<file path="config.mk">
export PLATFORM = sky130hd
export DESIGN_NAME = multicycle_control_unit
export DESIGN_NICKNAME = d
export VERILOG_FILES = /design/src/rtl/multicycle_control_unit.sv
export SDC_FILE = /design/constraint.sdc
export NUM_CORES = 1
export LEC_CHECK = 0
export CAP_MARGIN = 10
export CELL_PAD_IN_SITES_DETAIL_PLACEMENT = 1
export CELL_PAD_IN_SITES_GLOBAL_PLACEMENT = 2
export CORE_MARGIN = 4
export CORE_UTILIZATION = 27
export CTS_CLUSTER_DIAMETER = 200
export CTS_CLUSTER_SIZE = 14
export DETAILED_ROUTE_END_ITERATION = 8
export GPL_TIMING_DRIVEN = 0
export HOLD_SLACK_MARGIN = 0.03
export PLACE_DENSITY = 0.91
export SYNTH_ARGS = -nofsm -noshare
export SYNTH_HDL_FRONTEND = slang
export SYNTH_SLANG_ARGS = --single-unit
</file>
<file path="constraint.sdc">
create_clock -name clock -period 2.2 [get_ports clock]
set_clock_uncertainty 0.1 [all_clocks]
set_input_delay 0.44 -clock clock [delete_from_list [all_inputs] [get_ports clock]]
set_output_delay 0.44 -clock clock [all_outputs]
set_load 0.05 [all_outputs]
</file>
<file path="src/rtl/multicycle_control_unit.sv">
// Multi-cycle J17 control unit: sequences each instruction through
// FETCH/DECODE/EXEC/MEM/WB with sticky HALT and FAULT states.
module multicycle_control_unit #(
   parameter int INSTR_W     = 32,
   parameter int OPC_W       = 6,
   parameter int REG_W       = 5,
   parameter int IMM_W       = 20,
   parameter int ALU_W       = 6,
   parameter int MEM_TIMEOUT = 15
) (
   input  logic               clock,
   input  logic               reset_n,
   input  logic [INSTR_W-1:0] instr,
   input  logic               instr_valid,
   input  logic               mem_ready,
   input  logic               flag_zero,
   input  logic               flag_neg,
   output logic               im_req,
   output logic [REG_W-1:0]   op1,
   output logic               flag,
   output logic [IMM_W-1:0]   op2,
   output logic [ALU_W-1:0]   alucode,
   output logic               im_control,
   output logic               reg_enable,
   output logic               ram_enable,
   output logic [2:0]         pc_control,
   output logic               halted,
   output logic               fault,
   output logic [2:0]         state
);

   localparam int CNT_W = $clog2(MEM_TIMEOUT + 1);
   localparam logic [CNT_W-1:0] CNT_MAX = CNT_W'(MEM_TIMEOUT);

   localparam logic [OPC_W-1:0] OP_ADD  = OPC_W'(0);
   localparam logic [OPC_W-1:0] OP_SUB  = OPC_W'(1);
   localparam logic [OPC_W-1:0] OP_MUL  = OPC_W'(2);
   localparam logic [OPC_W-1:0] OP_DIV  = OPC_W'(3);
   localparam logic [OPC_W-1:0] OP_ADDI = OPC_W'(4);
   localparam logic [OPC_W-1:0] OP_SUBI = OPC_W'(5);
   localparam logic [OPC_W-1:0] OP_MULI = OPC_W'(6);
   localparam logic [OPC_W-1:0] OP_DIVI = OPC_W'(7);
   localparam logic [OPC_W-1:0] OP_NOT  = OPC_W'(8);
   localparam logic [OPC_W-1:0] OP_AND  = OPC_W'(9);
   localparam logic [OPC_W-1:0] OP_OR   = OPC_W'(10);
   localparam logic [OPC_W-1:0] OP_XOR  = OPC_W'(11);
   localparam logic [OPC_W-1:0] OP_MOD  = OPC_W'(12);
   localparam logic [OPC_W-1:0] OP_SL   = OPC_W'(13);
   localparam logic [OPC_W-1:0] OP_SR   = OPC_W'(14);
   localparam logic [OPC_W-1:0] OP_JMP  = OPC_W'(15);
   localparam logic [OPC_W-1:0] OP_JE   = OPC_W'(16);
   localparam logic [OPC_W-1:0] OP_JB   = OPC_W'(17);
   localparam logic [OPC_W-1:0] OP_JA   = OPC_W'(18);
   localparam logic [OPC_W-1:0] OP_JNE  = OPC_W'(19);
   localparam logic [OPC_W-1:0] OP_JBE  = OPC_W'(20);
   localparam logic [OPC_W-1:0] OP_JAE  = OPC_W'(21);
   localparam logic [OPC_W-1:0] OP_JZ   = OPC_W'(22);
   localparam logic [OPC_W-1:0] OP_JNZ  = OPC_W'(23);
   localparam logic [OPC_W-1:0] OP_MOV  = OPC_W'(24);
   localparam logic [OPC_W-1:0] OP_NOP  = OPC_W'(25);
   localparam logic [OPC_W-1:0] OP_HLT  = OPC_W'(26);

   typedef enum logic [2:0] {
      S_IDLE, S_FETCH, S_DECODE, S_EXEC, S_MEM, S_WB, S_HALT, S_FAULT
   } state_e;

   state_e             state_q, state_d;
   logic [INSTR_W-1:0] ir_q, ir_d;
   logic [CNT_W-1:0]   cnt_q, cnt_d;
   logic [CNT_W-1:0]   cnt_inc;

   logic [OPC_W-1:0] opc;
   logic [ALU_W-1:0] alu_sel;
   logic             imm_sel;
   logic             is_jump;
   logic             taken;
   logic             mov_mem;

   assign opc     = ir_q[INSTR_W-1 -: OPC_W];
   assign op1     = ir_q[IMM_W+REG_W : IMM_W+1];
   assign flag    = ir_q[IMM_W];
   assign op2     = ir_q[IMM_W-1:0];
   assign state   = state_q;
   assign cnt_inc = cnt_q + CNT_W'(1);
   assign is_jump = (opc >= OP_JMP) && (opc <= OP_JNZ);
   assign mov_mem = (opc == OP_MOV) && ir_q[IMM_W];

   always_comb begin
      alu_sel = '0;
      imm_sel = 1'b0;
      taken   = 1'b0;
      case (opc)
         OP_ADD, OP_ADDI: alu_sel = ALU_W'(1);
         OP_SUB, OP_SUBI: alu_sel = ALU_W'(2);
         OP_MUL, OP_MULI: alu_sel = ALU_W'(3);
         OP_DIV, OP_DIVI: alu_sel = ALU_W'(4);
         OP_NOT:          alu_sel = ALU_W'(5);
         OP_AND:          alu_sel = ALU_W'(6);
         OP_OR:           alu_sel = ALU_W'(7);
         OP_XOR:          alu_sel = ALU_W'(8);
         OP_MOD:          alu_sel = ALU_W'(9);
         OP_SL:           alu_sel = ALU_W'(10);
         OP_SR:           alu_sel = ALU_W'(11);
         OP_MOV:          alu_sel = ALU_W'(12);
         default:         alu_sel = '0;
      endcase
      imm_sel = ((opc >= OP_ADDI) && (opc <= OP_DIVI)) ||
                ((opc == OP_MOV) && !ir_q[IMM_W]);
      case (opc)
         OP_JMP:         taken = 1'b1;
         OP_JE, OP_JZ:   taken = flag_zero;
         OP_JNE, OP_JNZ: taken = !flag_zero;
         OP_JB:          taken = flag_neg;
         OP_JA:          taken = !flag_neg && !flag_zero;
         OP_JBE:         taken = flag_neg || flag_zero;
         OP_JAE:         taken = !flag_neg;
         default:        taken = 1'b0;
      endcase
   end

   always_comb begin
      state_d    = state_q;
      ir_d       = ir_q;
      cnt_d      = cnt_q;
      im_req     = 1'b0;
      alucode    = '0;
      im_control = 1'b0;
      reg_enable = 1'b0;
      ram_enable = 1'b0;
      pc_control = 3'd0;
      halted     = 1'b0;
      fault      = 1'b0;
      case (state_q)
         S_IDLE: state_d = S_FETCH;
         S_FETCH: begin
            im_req = 1'b1;
            if (instr_valid) begin
               ir_d    = instr;
               state_d = S_DECODE;
            end
         end
         S_DECODE: begin
            unique case (1'b1)
               (opc > OP_HLT): state_d = S_FAULT;
               (opc == OP_NOP): begin
                  pc_control = 3'd1;
                  state_d    = S_FETCH;
               end
               (opc == OP_HLT): state_d = S_HALT;
               default:         state_d = S_EXEC;
            endcase
         end
         S_EXEC: begin
            if (is_jump) begin
               pc_control = taken ? 3'd2 : 3'd1;
               state_d    = S_FETCH;
            end else begin
               alucode    = alu_sel;
               im_control = imm_sel;
               state_d    = mov_mem ? S_MEM : S_WB;
            end
         end
         S_MEM: begin
            ram_enable = 1'b1;
            alucode    = ALU_W'(12);
            // a late mem_ready on the timeout cycle still completes
            if (mem_ready) begin
               cnt_d   = '0;
               state_d = S_WB;
            end else if (cnt_inc == CNT_MAX) begin
               cnt_d   = '0;
               state_d = S_FAULT;
            end else begin
               cnt_d = cnt_inc;
            end
         end
         S_WB: begin
            reg_enable = 1'b1;
            pc_control = 3'd1;
            alucode    = alu_sel;
            im_control = imm_sel;
            state_d    = S_FETCH;
         end
         S_HALT:  halted = 1'b1;
         S_FAULT: fault  = 1'b1;
      endcase
   end

   always_ff @(posedge clock or negedge reset_n) begin
      if (!reset_n) begin
         state_q <= S_IDLE;
         ir_q    <= '0;
         cnt_q   <= '0;
      end else begin
         state_q <= state_d;
         ir_q    <= ir_d;
         cnt_q   <= cnt_d;
      end
   end

endmodule

</file>
==> flow_metrics.py <==
metrics = {
    "clock_tree": {
        "clkLatencyLatePin_ps": 290,
        "cts_buffers": 5,
        "cts_max_level": 2,
        "ctsRootBufferMaster": "clkbuf_8",
        "clk_pin_slew_worst_paths_ps": 80,
        "cts_tree": "built",
        "clockBufferDepth": 2,
        "clock_sink_count": 39,
    },
    "yosys": {
        "synth_area_mm2": 0.00231,
        "yosysUniqueCellTypes": 50,
        "netlist_instances": 222,
        "seq_area_frac_synth_pct": 42.2,
        "ys_warn_count": 0,
        "syn_avg_cell_area_um2": 10.4,
        "synth-seq-cells": 39,
        "synth_edf_count": 0,
        "ys_async_sr_fraction_pct": 100,
        "synth_flop_cell": "dfrtp_1",
    },
    "floorplan": {
        "dieArea_mm2": 0.0101,
        "core_mm2": 0.00826,
        "die_h_um": 101,
        "num_io_pins": 82,
        "rows": 33,
        "start_util_pct": 28.0,
        "die_w_um": 101,
    },
    "detailed_routing": {
        "vias": 2026,
        "dr.pass1.iters": 4,
        "routed_wirelength_um": 6840,
        "wl_per_cell_um": 15.5,
        "drc_errors": 0,
        "vias_per_cell": 4.60,
        "first_iter_violations": 28,
        "antenna_left": 0,
    },
    "critical_path": {
        "path_class": "register to output port",
        "end_kind": "output port",
        "worstPathRequired_ps": 1660,
        "worstPathMaxFanout": 5,
        "cp-start-kind": "register",
        "crit_chain": "buf_6 -> ha_4 -> or2_4 -> nand3_1 -> a41o_1 -> buf_4 -> a31o_4 -> buf_8",
        "crit_slowest_cell": "dfrtp_2",
        "critPathMaxStageDelay_ps": 460,
        "path_delay_family": "flip-flops",
        "cp.arrival_ps": 2030,
        "crit_buf_inv": 3,
    },
    "timing": {
        "min_period_ps": 2570,
        "worst_slew_pin_slew_ps": 530,
        "drv_slew": 0,
        "max_slew_margin_pct": 64.6,
        "fin_ws_ps": -369,
        "rsz0062_at_grt": "yes",
        "fmax_mhz": 389,
        "finalSetupViolCount": 7,
        "timing.final.crit_share_pct": 117,
        "hold_viol": 0,
    },
    "status": {
        "violations": "setup timing",
        "status": "finished with violations",
    },
    "global_routing": {
        "grt_pass1_vias": 2162,
        "top_usage_layer": "met2",
        "met2_usage_pct": 23.8,
        "grt-ovfl-total": 0,
        "grt_antenna_before_repair": 0,
        "grt_max_degree": 22,
        "gr-usage-all-layers_pct": 13.4,
        "grt_use_met1_pct": 15.3,
        "grt_first_pass_wirelength_um": 10800,
        "grt_util_met3_pct": 4.78,
    },
    "cells_and_area": {
        "drive_gt1_share_pct": 45.4,
        "final_nets": 379,
        "multiInputGateArea_mm2": 0.00126,
        "fin_area_mm2": 0.00382,
        "antenna_cells": 0,
        "final_cell_mix": "clkdlybuf4s50_1, buf_4, dfrtp_1, mux2_2, nand2_1",
        "area_growth_syn_to_layout_pct": 65.0,
        "fillers": 919,
        "seq_area_um2": 983,
        "fin_cells": 440,
        "layout_commonest_cell": "clkdlybuf4s50_1",
    },
    "placed_design": {
        "dpl_cell_area_mm2": 0.00335,
        "dp_hpwl_um": 4880,
        "place.gp.congestion": 0.747,
        "place_inst": 408,
        "io_buffers": 78,
    },
    "worst_hold_path": {
        "hold_path.class": "register to register",
    },
    "flow_run": {
        "maxCapViolCount": 0,
    },
    "power_and_ir_drop": {
        "power.density_mw_per_mm2": 1680,
        "p_leak_nw": 1.62,
        "ir_drop_uv": 658,
    },
}
[cell usage after synthesis, drive strengths merged, types with 2 or more instances]
cell     count  area [µm²]
or2          2        12.5
clkbuf       6        22.5
nand2b       2        12.5
nand3        2        10.0
buf         34         245
nor3b        4        35.0
mux2        32         360
dfrtp       39         976
a31oi        6        37.5
o41ai        2        17.5
ha           7        87.6
nand2       16        60.1
a2111oi      2        17.5
nor2b        3        18.8
nand3b       2        15.0
or3b         2        17.5
a21oi        7        35.0
o21ai        5        36.3
inv         11        41.3
nor3         3        15.0
nand4        2        12.5
nor2         9        33.8
a31o         2        17.5
[where the power goes]
group	leakage (nW)	internal (mW)	switching, mW
logic	1.11	1.96	2.46
clock network	0.0612	0.367	0.255
registers	0.457	1.08	0.274
[area by class of cell]
cell class,count,share of cell area [%]
Clock inverter,2,0.917
Clock buffer,6,2.16
Timing Repair Buffer,103,26.0
Sequential cell,39,25.7
Tap cell,105,3.44
Multi-Input combinational cell,134,32.9
Inverter,11,1.15
Buffer,40,7.70
[cells by family after synthesis]
logic type | after synthesis | share of synthesized area, %
DFF | 39 | 42.2
adders and majority gates | 7 | 3.78
muxes | 32 | 15.6
other | 1 | 0.162
buffers and inverters | 51 | 13.4
and+or+nand+nor | 53 | 12.5
xor gates and xnor gates | 2 | 0.757
AOI/OAI and AO/OA | 37 | 11.7
[final timing paths]
| path | from | endpoint | slack, ps | cells after the start |
|---|---|---|---|---|
| setup / recovery | ir_q[27] | pc_control[0] | -370 | 8 |
| hold reg to reg | ir_q[7] | ir_q[7] | 400 | 1 |
| max in group asynchronous | reset_n | ir_q[16] | 980 | 3 |
| hold / removal | ir_q[7] | ir_q[7] | 400 | 1 |
| setup reg to reg | state[0] | cnt_q[3] | 290 | 5 |
| min in group asynchronous | reset_n | cnt_q[3] | 540 | 2 |
[per-layer routing]
layer | part of all wire [%] | routed length (µm)
met5 | 0 | 0
met4 | 0.64 | 44
met3 | 7.2 | 491
met2 | 52 | 3580
met1 | 40 | 2730
[worst reg2reg max path: cells and delay by family (launching register included)]
| family | cells | cell delay (ps) |
|---|---|---|
| compound gates | 3 | 730 |
| buf+inv | 1 | 170 |
| flops | 1 | 450 |
| simple gates | 1 | 380 |
[per-stage QoR]
step | worst slack (ps) | total power, mW | utilization (%) | TNS, ps | hold WS [ps]
floorplan | -255 | 4.14 | - | -255 | 44.4
global placement | -920 | 5.15 | 40.3 | -33490 | 371
detailed placement | -987 | 5.26 | 40.6 | -13770 | 336
CTS | -365 | 6.20 | 44.2 | -1910 | 400
global route | -467 | 6.81 | 46.3 | -2790 | 425
finish | -369 | 6.41 | 46.3 | -2000 | 395
[what timing repair did]
| item | 4_1_cts | 5_1_grt |
|---|---|---|
| pin swaps | 6 | 6 |
| gates resized for setup | 96 | 21 |
| buffers inserted | 11 | 12 |
| endpoints found under the hold margin | 18 | 0 |
| gates cloned | 0 | 0 |
| endpoints found under the setup margin | 35 | 16 |
| hold buffers | 1 | 0 |
[state kept, by name (all words and copies together), names as in the netlist]
signal	count
ir_q	32
cnt_q	4
state	3
No activity file was read; power rests on OpenSTA's default activity.
